File: config.mk
export PLATFORM = sky130hd
export DESIGN_NAME = cache_arbiter
export DESIGN_NICKNAME = d
export VERILOG_FILES = /design/src/rtl/cache_arbiter_pkg.sv /design/src/rtl/cache_arbiter.sv
export SDC_FILE = /design/constraint.sdc
export NUM_CORES = 1
export LEC_CHECK = 0
export CAP_MARGIN = 10
export CORE_AREA = 2 2 534 536
export CTS_BUF_LIST = sky130_fd_sc_hd__clkbuf_2
export CTS_CLUSTER_DIAMETER = 150
export CTS_CLUSTER_SIZE = 10
export DETAILED_ROUTE_END_ITERATION = 10
export DIE_AREA = 0 0 536 538
export PLACE_DENSITY = 0.3
export SYNTH_ARGS = -nofsm -noshare
export SYNTH_HDL_FRONTEND = slang
export SYNTH_SLANG_ARGS = --single-unit
File: constraint.sdc
create_clock -name clk -period 1.61 [get_ports clk]
set_clock_uncertainty 0.05 [all_clocks]
set_input_delay 0.2415 -clock clk [delete_from_list [all_inputs] [get_ports clk]]
set_output_delay 0.2415 -clock clk [all_outputs]
set_load 0.005 [all_outputs]
File: src/rtl/cache_arbiter_pkg.sv
// Shared types for the L1 I/D to L2 cache port arbiter.
package cache_arbiter_pkg;

    typedef enum logic [1:0] {
        IDLE    = 2'd0,
        SERVE_I = 2'd1,
        SERVE_D = 2'd2
    } arb_state_t;

    typedef enum logic {
        SRC_I = 1'b0,
        SRC_D = 1'b1
    } arb_src_t;

endpackage

File: src/rtl/cache_arbiter.sv
// Serialises I-cache and D-cache line transfers onto the single L2 port.
// Build option ARBITER_ROUND_ROBIN_EN: alternate conflict grants instead of fixed D priority.
module cache_arbiter
    import cache_arbiter_pkg::*;
#(
    parameter int ADDR_WIDTH = 32,
    parameter int LINE_WIDTH = 256
) (
    input  logic                  clk,
    input  logic                  reset,
    input  logic                  read_I,
    input  logic [ADDR_WIDTH-1:0] address_I,
    output logic [LINE_WIDTH-1:0] rdata_I,
    output logic                  resp_I,
    input  logic                  read_D,
    input  logic                  write_D,
    input  logic [ADDR_WIDTH-1:0] address_D,
    input  logic [LINE_WIDTH-1:0] wdata_D,
    output logic [LINE_WIDTH-1:0] rdata_D,
    output logic                  resp_D,
    output logic                  read_l2,
    output logic                  write_l2,
    output logic [ADDR_WIDTH-1:0] address_l2,
    output logic [LINE_WIDTH-1:0] wdata_l2,
    input  logic [LINE_WIDTH-1:0] rdata_l2,
    input  logic                  resp_l2,
    output logic                  id_conflict,
    output logic                  busy
);

    arb_state_t state, state_next;
    arb_src_t   grant;
    logic       req_i, req_d, conflict;

`ifdef ARBITER_ROUND_ROBIN_EN
    arb_src_t   last_grant;
`endif

    assign req_i = read_I;
    assign req_d = read_D | write_D;

    assign rdata_I = rdata_l2;
    assign rdata_D = rdata_l2;

    // Grant picker; only consulted while in IDLE.
    always_comb begin
        grant    = SRC_I;
        conflict = 1'b0;
        if (req_i && req_d) begin
            conflict = 1'b1;
`ifdef ARBITER_ROUND_ROBIN_EN
            grant = (last_grant == SRC_I) ? SRC_D : SRC_I;
`else
            grant = SRC_D;
`endif
        end else if (req_d) begin
            grant = SRC_D;
        end
    end

    always_ff @(posedge clk) begin
        if (reset) begin
            state <= IDLE;
        end else begin
            state <= state_next;
        end
    end

`ifdef ARBITER_ROUND_ROBIN_EN
    always_ff @(posedge clk) begin
        if (reset) begin
            last_grant <= SRC_I;
        end else if (state == IDLE && (req_i || req_d)) begin
            last_grant <= grant;
        end
    end
`endif

    always_comb begin
        state_next  = state;
        read_l2     = 1'b0;
        write_l2    = 1'b0;
        address_l2  = '0;
        wdata_l2    = '0;
        resp_I      = 1'b0;
        resp_D      = 1'b0;
        id_conflict = 1'b0;
        busy        = 1'b1;
        unique case (state)
            IDLE: begin
                busy = 1'b0;
                // No decision is taken in a reset cycle, so no conflict event either.
                id_conflict = conflict && !reset;
                if (req_i || req_d) begin
                    state_next = (grant == SRC_D) ? SERVE_D : SERVE_I;
                end
            end
            SERVE_I: begin
                read_l2    = 1'b1;
                address_l2 = address_I;
                resp_I     = resp_l2;
                if (resp_l2) state_next = IDLE;
            end
            SERVE_D: begin
                // A simultaneous read+write request is treated as a writeback.
                write_l2   = write_D;
                read_l2    = read_D && !write_D;
                address_l2 = address_D;
                wdata_l2   = wdata_D;
                resp_D     = resp_l2;
                if (resp_l2) state_next = IDLE;
            end
            default: begin
                state_next = IDLE;
                busy       = 1'b0;
            end
        endcase
    end

endmodule

==> results <==
-- report_power, final --
group / leakage (nW) / internal [W] / switching (W)
clock network: 0.0128 / 0.0000495 / 0.0000296
logic: 5.89 / 0.00515 / 0.00334
registers: 0.0175 / 0.0000580 / 0.0000108
total: 5.92 / 0.00526 / 0.00338
-- metrics by stage --
stage / total power (W) / TNS [ns] / util, %
floorplan: 0.002204 / 0 / -
global placement: 0.006022 / -89.54 / 5.307
detailed placement: 0.006005 / -87.18 / 5.307
CTS: 0.008499 / -104.00 / 6.138
global route: 0.009131 / -119.33 / 6.349
finish: 0.008632 / -102.38 / 6.395
-- cell type report --
class	instances	area (µm²)	share of cell area [%]
Antenna cell	57	142.6	0.7874
Sequential cell	2	45.04	0.2487
Timing Repair Buffer	771	10060	55.55
Multi-Input combinational cell	341	3129	17.27
Clock buffer	3	15.01	0.08288
Tap cell	3762	4707	25.98
Inverter	2	12.51	0.06907
-- cell families after synthesis --
logic type | share of synthesized area (%)
compound gates | 4.285
fa+ha+maj | 0.7863
buf+inv | 64.91
flops | 0.6291
simple gates | 29.39
-- final timing paths --
path	from	slack, ns	to	depth (start not counted)
setup / recovery	state[0]	-0.54	wdata_l2[53]	10
hold / removal	rdata_l2[14]	0.43	rdata_D[14]	0
setup reg to reg	state[0]	-0.25	state[0]	11
hold reg to reg	state[1]	0.50	state[1]	2
-- synthesized netlist by cell type, drive strengths merged --
master,instances
nor3,1
a22oi,32
ha,4
dfxtp,2
nor2b,34
buf,536
inv,2
o21a,1
nor2,1
and2,259
and3b,1
nand2b,2
clkbuf,15
nor3b,1
o21ai,2
a21oi,3
-- metal layers --
metal | share of wire [%] | wire [µm] | vias up | track usage (%)
li1 | - | - | 2761 | -
met1 | 25 | 44820 | 3154 | 8.649
met2 | 41 | 75050 | 1134 | 17.21
met3 | 31 | 56020 | 304 | 16.92
met4 | 2.6 | 4698 | 76 | 2.695
met5 | 0.42 | 761 | - | 0.7895
-- cells in the final DEF (no fill, tap or decap), types with 2 or more instances in the layout --
cell type / n
buf_6: 143
and2_1: 7
ha_4: 4
nor2b_4: 10
a21oi_1: 2
buf_4: 27
buf_8: 17
buf_12: 189
dlygate4sd2_1: 2
diode_2: 57
buf_16: 20
clkbuf_2: 15
clkdlybuf4s50_1: 323
inv_4: 2
nand2b_1: 2
and2_4: 252
a22oi_2: 32
clkbuf_16: 8
nor2b_1: 21
nor2b_2: 3
buf_2: 30
-- timing repair --
| action | in CTS | in global routing |
|---|---|---|
| setup buffers | 64 | 44 |
| cloned | 28 | 9 |
| gates resized for setup | 822 | 243 |
| endpoints found under the setup margin | 296 | 296 |
| pin swaps | 6 | 35 |
==> impl_metrics.toml <==
[status]
outcome = "finished, violations left"
violated_checks = "negative setup slack"

[critical_path]
timing.setup.critical_path_class = "reg -> out"
path_max_fanout = 7
critical_path.cell_chain = "inv_4, ha_4, buf_16, buf_12, buf_16, buf_12, buf_8, buf_16, and2_4, buf_12"
crit_path_end_kind = "primary output"
arr_time_crit_path_ns = 1.86
path_delay_family = "buffers and inverters"
start_kind = "register"
slowest_cell_on_the_critical_path = "dfxtp_2"
cp_slowest_stage_delay_ns = 0.34
worst-path-buf-inv = 8
worst_ep_required_time_ns = 1.32

[synth]
synth.yosys.seq_area_share_pct = 0.6291
synth.top_cells.by_area = "buf_4 (61%), and2_1 (25%), a22oi_1 (3.8%)"
synth_top_cell_area_share_pct = 60.51
ff_latch_count_synth = 2
synthesis.nets = 1482
yosysWarnings = 0
netlist_area_mm2 = 0.006365
synth_cell_types = 19
post_synth_inst_count = 896
synth.largest_area_cell = "buf_4"
synthesis.area_per_instance_um2 = 7.104

[power]
power_leakage_nw = 5.924
power_per_unit_of_standard_cell_area_mw_per_mm2 = 476.5
power.ir.vdd_worst_uv = 195.4

[routing]
finalWirelength_um = 181300
number_of_design_rule_violations_left_by_the_first_detailed_router_iteration = 290
drt-pass1-iter-count = 4
drt-wirelength-per-cell_um = 36.72
route.detailed.vias_per_inst = 1.504
num_vias = 7429
route.detailed.drc = 0
ant_nets = 0

[sta]
grt_setup_unrepaired = "yes"
layout_setup_ws_ns = -0.5366
finalHoldViolations = 0
remaining_max_slew_budget_at_the_tightest_pin_pct = 74.27
fin_crit_sh_pct = 133.3
tightest_slew_ns = 0.3848
final_setup_violating_endpoints = 294
clock.fmax_ghz = 0.4658
final_period_minus_worst_setup_slack_ns = 2.147
fin_worst_hold_slack_ns = 0.4330
drv_slew = 0

[clock_network]
clk-insertion-delay-late_ns = 0.20
cts_hold_repair.buffers = 0
tritoncts = "built"
cts_buffers = 3
cts.sink_count = 2
cts_buffer_depth = 2
ctsRootBufferMaster = "clkbuf_2"
clkSlewWorstSetupHoldPaths_ns = 0.03
htree_levels = 1

[final_layout]
final_cell_area_mm2 = 0.01811
largest_register = "state"
largest_register_ff_count = 2
area_delta_synth_final_pct = 184.6
registers_with_the_highest_flip_flop_counts = "state (2)"
nNetsFinal = 1707
finish.cell_count_without_fillers = 4938
drive_above_1_share_pct = 67.65
num-fill-cells = 33180

[floorplan]
floorplan.rows = 196
die-width_um = 536
die_height_um = 538
floorplan.core_area_mm2 = 0.2832
io_pins = 1388
die-area_mm2 = 0.2884
effective_utilization_at_floorplan_pct = 2.247

[job]
max_cap_violations = 0

[placement]
gpl.final_weighted_congestion = 0.7465
pre_cts_ws_ns = -0.5916
placedInstanceArea_mm2 = 0.01503
placed_cells = 4754
portBuffers = 619
place.detailed.hpwl_um = 166200

[global_routing]
grt_pass1_wl_um = 194500
vias_in_the_first_global_route = 7261
grt_overflow_total = 0
grt_util_all_layers_pct = 11.82
largest_net_degree_at_the_start_of_global_routing = 22
grt_antenna_before_repair = 125

[worst_hold_path]
holdCritPathClass = "in -> out"
Power figures use the tool's default switching activity.
